--- config.mk ---
export PLATFORM = sky130hd
export DESIGN_NAME = fetch_queue
export DESIGN_NICKNAME = d
export VERILOG_FILES = /design/src/rtl/fetch_queue.sv
export SDC_FILE = /design/constraint.sdc
export NUM_CORES = 1
export LEC_CHECK = 0
export ABC_AREA = 1
export ABC_CLOCK_PERIOD_IN_PS = 5400
export CAP_MARGIN = 20
export CORE_UTILIZATION = 50
export CTS_BUF_LIST = sky130_fd_sc_hd__clkbuf_16
export CTS_CLUSTER_DIAMETER = 100
export DETAILED_ROUTE_END_ITERATION = 10
export PLACE_DENSITY = 0.76
export SYNTH_ARGS = -nofsm -noshare
export SYNTH_HDL_FRONTEND = slang
export SYNTH_SLANG_ARGS = --single-unit
--- constraint.sdc ---
create_clock -name clk -period 5.4 [get_ports clk]
set_input_delay 0.54 -clock clk [delete_from_list [all_inputs] [get_ports clk]]
set_output_delay 0.54 -clock clk [all_outputs]
set_load 0.01 [all_outputs]
--- src/rtl/fetch_queue.sv ---
// Show-ahead instruction buffer between fetch and decode. Holds {Instr, PC, PC+4}
// triples, presents the oldest to decode and back-pressures fetch when full.
module fetch_queue #(
  parameter int          DEPTH = 4,
  parameter logic [31:0] NOP   = 32'h00000013
) (
  input  logic                     clk,
  input  logic                     rst,
  input  logic                     ValidF,
  input  logic [31:0]              InstrF,
  input  logic [31:0]              PCF,
  input  logic [31:0]              PCPlus4F,
  input  logic                     FlushE,
  input  logic                     StallD,
  output logic                     FullF,
  output logic                     ValidD,
  output logic [31:0]              InstrD,
  output logic [31:0]              PCD,
  output logic [31:0]              PCPlus4D,
  output logic [$clog2(DEPTH):0]   CountQ
);

  localparam int AW = $clog2(DEPTH);
  localparam int CW = AW + 1;

  logic [95:0]   r_mem [DEPTH];
  logic [AW-1:0] r_wr_ptr;
  logic [AW-1:0] r_rd_ptr;
  logic [CW-1:0] r_count;

  logic          w_full;
  logic          w_empty;
  logic          w_push;
  logic          w_pop;
  logic [95:0]   w_head;

  assign w_full  = (r_count == CW'(DEPTH));
  assign w_empty = (r_count == '0);

  // A flush cycle's fetch is wrong-path, so it never reaches storage.
  assign w_push = ValidF & ~w_full & ~FlushE;
  assign w_pop  = ~w_empty & ~StallD;

  always_ff @(posedge clk) begin
    if (w_push) begin
      r_mem[r_wr_ptr] <= {InstrF, PCF, PCPlus4F};
    end
  end

  always_ff @(posedge clk) begin
    if (rst || FlushE) begin
      r_wr_ptr <= '0;
      r_rd_ptr <= '0;
      r_count  <= '0;
    end else begin
      if (w_push) begin
        r_wr_ptr <= r_wr_ptr + AW'(1);
      end
      if (w_pop) begin
        r_rd_ptr <= r_rd_ptr + AW'(1);
      end
      case ({w_push, w_pop})
        2'b10:   r_count <= r_count + CW'(1);
        2'b01:   r_count <= r_count - CW'(1);
        default: r_count <= r_count;
      endcase
    end
  end

  assign w_head = r_mem[r_rd_ptr];

  // Empty queue presents a bubble so decode sees a harmless NOP.
  assign FullF    = w_full;
  assign ValidD   = ~w_empty;
  assign InstrD   = w_empty ? NOP   : w_head[95:64];
  assign PCD      = w_empty ? 32'h0 : w_head[63:32];
  assign PCPlus4D = w_empty ? 32'h0 : w_head[31:0];
  assign CountQ   = r_count;

endmodule

**Word-level counts from Yosys, hierarchy flattened**

Memories as Yosys holds them, arrays and structs flattened. A register that Yosys moved wholly into a read port is not among the register bits.
Index checks and enable logic that the tools add are counted.
Widths: inputs -> output; s select.

- RAM bits: 384
- Word-level logic and storage cells: 29
- Input port bits: 101
- Output and inout port bits: 101
- Register bits after elaboration: 7
- Memories: 1

Memory list:

| memory | depth | width | rd ports | clocked after Yosys merged registers in | wr ports | line | source |
|---|---|---|---|---|---|---|---|
| r_mem | 4 | 96 | 1 | 1 | 1 | 26 | `logic [95:0] r_mem [DEPTH];` |

- Muxes and demuxes: 8
- Equality and inequality tests: 3
- Bitwise logic cells: 7
- Add/sub/neg operators: 4
- Reductions and logical operators: 3

Operators by type and width:

| cell | number |
|---|---|
| $mux 32 | 3 |
| $pmux 3 s2 | 1 |
| $add 2x1->2 const B | 2 |
| $mux 2 | 2 |
| $not 1->1 | 4 |
| $add 3x1->3 const B | 1 |
| $and 1x1->1 | 3 |
| $eq 3x3->1 const B | 1 |
| $logic_not 3->1 | 1 |
| $sub 3x1->3 const B | 1 |
| $eq 2x1->1 const B | 1 |
| $eq 2x2->1 const B | 1 |
| $mux 1 | 2 |
| $reduce_bool 2->1 | 1 |
| $logic_or 1x1->1 | 1 |

**Longest topological paths before layout**

- Depth after elaboration: 6
- Gate-level depth with buffers: 14
- Depth with buffers taken out: 13

**Worst setup path before layout**

Ideal clock, no wire load.

- Path kind: input to register
- From: input ValidF
- To: memory r_mem[0][0], enable pin
- Buffers on the path: 0
- Library setup time: 0.552 ns
- Slack: -0.082 ns
- Stages on the path: 4
- Data required time: 4.848 ns
- Arrival: 4.930 ns
- Cells stage by stage: inv_1 > nor2_1 > nand2_1 > nor2_1

- Cells in the longest elaborated chain, start to end: 4

RTL lines:

| what | line | source |
|---|---|---|
| from (decl) | 9 | `input logic ValidF,` |
| $and 1x1->1 (2 in a row) | 41 | `assign w_push = ValidF & ~w_full & ~FlushE;` |
| $mux 1 | 45 | `if (w_push) begin` |
| $mux 1 (not written as such) | 46 | `r_mem[r_wr_ptr] <= {InstrF, PCF, PCPlus4F};` |
| to (decl) | 26 |  |

No other way between the ends.

==> results.py <==
metrics = {
    "run_status": {
        "status": "finished clean",
    },
    "floorplan": {
        "core_area_um2": 30600,
        "die_area_um2": 31900,
        "io_pins": 202,
        "rows": 64,
        "die_w_um": 179,
        "initial_core_util": 0.509,
        "die_h_um": 179,
    },
    "setup_path": {
        "cp_cell_sequence": "inv_6 -> buf_4 -> nand2_1 -> nand2_1 -> nand2_1 -> a21oi_1 -> clkdlybuf4s50_1",
        "slowest_stage": "inv_6",
        "cp_top_family": "buffers and inverters",
        "crit_fanout": 122,
        "crit_top_cell": "nand2_1",
        "worstReg2RegStart": "CountQ[0]",
        "required_ns": 4.86,
        "startpoint_type": "register",
        "crit_buf_inv": 3,
        "cpPeakStageDelay_ns": 0.60,
        "worstPathArrival_ns": 3.11,
        "crit_path_end_kind": "primary output",
        "worst-setup-path-type": "reg2out",
    },
    "clock_network": {
        "cts_setup_buffers": 0,
        "clock_latency_ns": 0.51,
        "cts_made_buffers": 40,
        "clk_pin_slew_ns": 0.06,
        "cts_tree": "built",
        "h-tree-depth": 2,
        "cts_sinks": 393,
        "clock_path_buffers": 3,
        "hold_buffers": 0,
        "cts-root-buf": "clkbuf_16",
        "cts-resized-gates": 0,
    },
    "finish": {
        "final_cell_area_um2": 19100,
        "finalNonFillerCells": 1905,
        "drive_gt1_frac": 0.0544,
        "area_growth_pct": 22.6,
        "post-route-util": 0.625,
        "nets": 1587,
    },
    "global_route": {
        "antenna_found_initial": 1,
        "grt-ovfl-total": 0,
        "track_usage": 0.204,
        "met2_usage": 0.348,
        "grt_use_met1": 0.261,
        "grt.busiest_layer": "met2",
        "grt_pass1_vias": 9903,
        "grt_pass1_wl_um": 50300,
        "grt_max_degree": 133,
        "use_met3": 0.0399,
    },
    "pwr": {
        "p_leak_nw": 6.96,
        "p_per_area_nw_per_um2": 334,
        "irDropWorstVdd_mv": 0.210,
    },
    "detailed_routing": {
        "vias": 10100,
        "first_pass_iters": 5,
        "wl_um": 32700,
        "drt-vias-per-instance": 5.30,
        "postRouteAntennaNets": 0,
        "avgRoutedWirePerCell_um": 17.2,
        "drtIter0Drc": 747,
        "drcViolationCount": 0,
    },
    "logic_synthesis": {
        "syn_area_per_cell_um2": 12.0,
        "yosysSeqAreaShare": 0.752,
        "ys_warn_count": 0,
        "yosysTopAreaCellShare": 0.740,
        "syn-num-nets": 1401,
        "ys_top_cells_by_area": "edfxtp_1, nand2_1, nor2_1, a21oi_1, o21ai_0",
        "netlist_area_um2": 15600,
        "synthCells": 1294,
        "synth_top_area_cell": "edfxtp_1",
        "yosysUniqueCellTypes": 22,
        "ys_seq_elements": 393,
    },
    "timing": {
        "final-setup-viol-count": 0,
        "hold_viol": 0,
        "slew_headroom": 0.262,
        "tightest_slew_ns": 1.11,
        "rsz0062_at_grt": "false",
        "tns_ns": 0,
        "fin_crit_sh": 0.675,
        "fin_crit_ns": 3.65,
        "max_freq_ghz": 0.274,
        "slew_violations": 0,
        "clock_skew_ns": 0.0128,
    },
    "placed_design": {
        "place_area_um2": 17900,
        "portBuffers": 201,
        "finalWeightedCongestion": 0.754,
        "post-dp-hpwl_um": 18400,
        "place_inst": 1834,
    },
    "hold_path": {
        "min_from": "r_rd_ptr[0]",
        "min_path_type": "reg2reg",
    },
    "flow_run": {
        "drv_cap": 0,
    },
}
==> layer usage <==
metal  wire [µm]  vias to the layer above
li1            -                     4816
met1       13300                     4844
met2       16300                      362
met3        2190                       69
met4         907                        0
met5           0                        -
==> cell usage after synthesis (all sizes together) <==
cell	n
edfxtp	384
ha	5
nand2	384
dfxtp	9
a21oi	98
clkbuf	20
buf	53
a21boi	1
nand3b	1
o211ai	3
inv	20
nand3	8
fa	1
nand4	1
o21ai	97
nor2	206
or2	3
==> stage by stage <==
step	hold slack, ns	worst slack, ns	total power [W]
after floorplan	0.448	-0.0821	0.00366
after global placement	0.466	2.19	0.00390
after detailed placement	0.489	2.13	0.00391
after CTS	0.495	1.74	0.00643
after global routing	0.533	1.54	0.00660
final	0.494	1.75	0.00638
==> layout by cell type (no fill, tap or decap) <==
master	instances
a21boi_0	1
a21oi_1	98
buf_12	4
buf_4	12
bufinv_16	2
clkbuf_16	41
clkdlybuf4s50_1	201
clkinv_1	4
clkinv_2	7
clkinvlp_4	1
dfxtp_1	8
dfxtp_4	1
diode_2	1
edfxtp_1	384
fa_1	1
ha_1	5
inv_1	29
inv_2	1
inv_6	5
nand2_1	384
nand3_1	7
nand3_2	1
nand3b_1	1
nand4_1	1
nor2_1	202
nor2_4	4
o211ai_1	3
o21ai_0	97
or2_2	3
==> cells by family after synthesis <==
family          count (synthesis)  synth area share
compound gates                199            0.0646
fa+ha+maj                       6           0.00530
buf+inv                        93            0.0315
flops                         393             0.752
simple gates                  603             0.147
==> cell type report <==
class	count	area, µm²
Antenna cell	1	2.50
Clock buffer	41	1030
Clock inverter	29	188
Fill cell	2267	11500
Inverter	20	86.3
Multi-Input combinational cell	808	3410
Sequential cell	393	11700
Tap cell	396	495
Timing Repair Buffer	217	2180
==> worst reg2reg max path, cell delays in order (launching register included) <==
cell and delay, ns:
dfxtp_1 0.36, inv_2 0.08, nand3_1 0.20, nand2_1 0.31, nor2_4 0.81, buf_4 0.45
==> where the power goes <==
part	leakage, nW	switching, W	internal (W)
clock	0.646	0.00107	0.00147
combinational	2.75	0.000236	0.000192
sequential	3.56	0.0000129	0.00340
total	6.96	0.00132	0.00506
==> registers in the layout (all words and copies together) (netlist names), named ones only <==
register and count:
CountQ 3, r_wr_ptr 2, r_mem 384, r_rd_ptr 2
==> final timing paths <==
kind	end	slack (ns)	cells past startpoint
max	PCPlus4D[14]	1.75	7
min	r_rd_ptr[0]	0.49	2
max reg2reg	r_mem[3][50]	2.86	5
min reg2reg	r_rd_ptr[0]	0.49	2
Power figures use the tool's default switching activity.
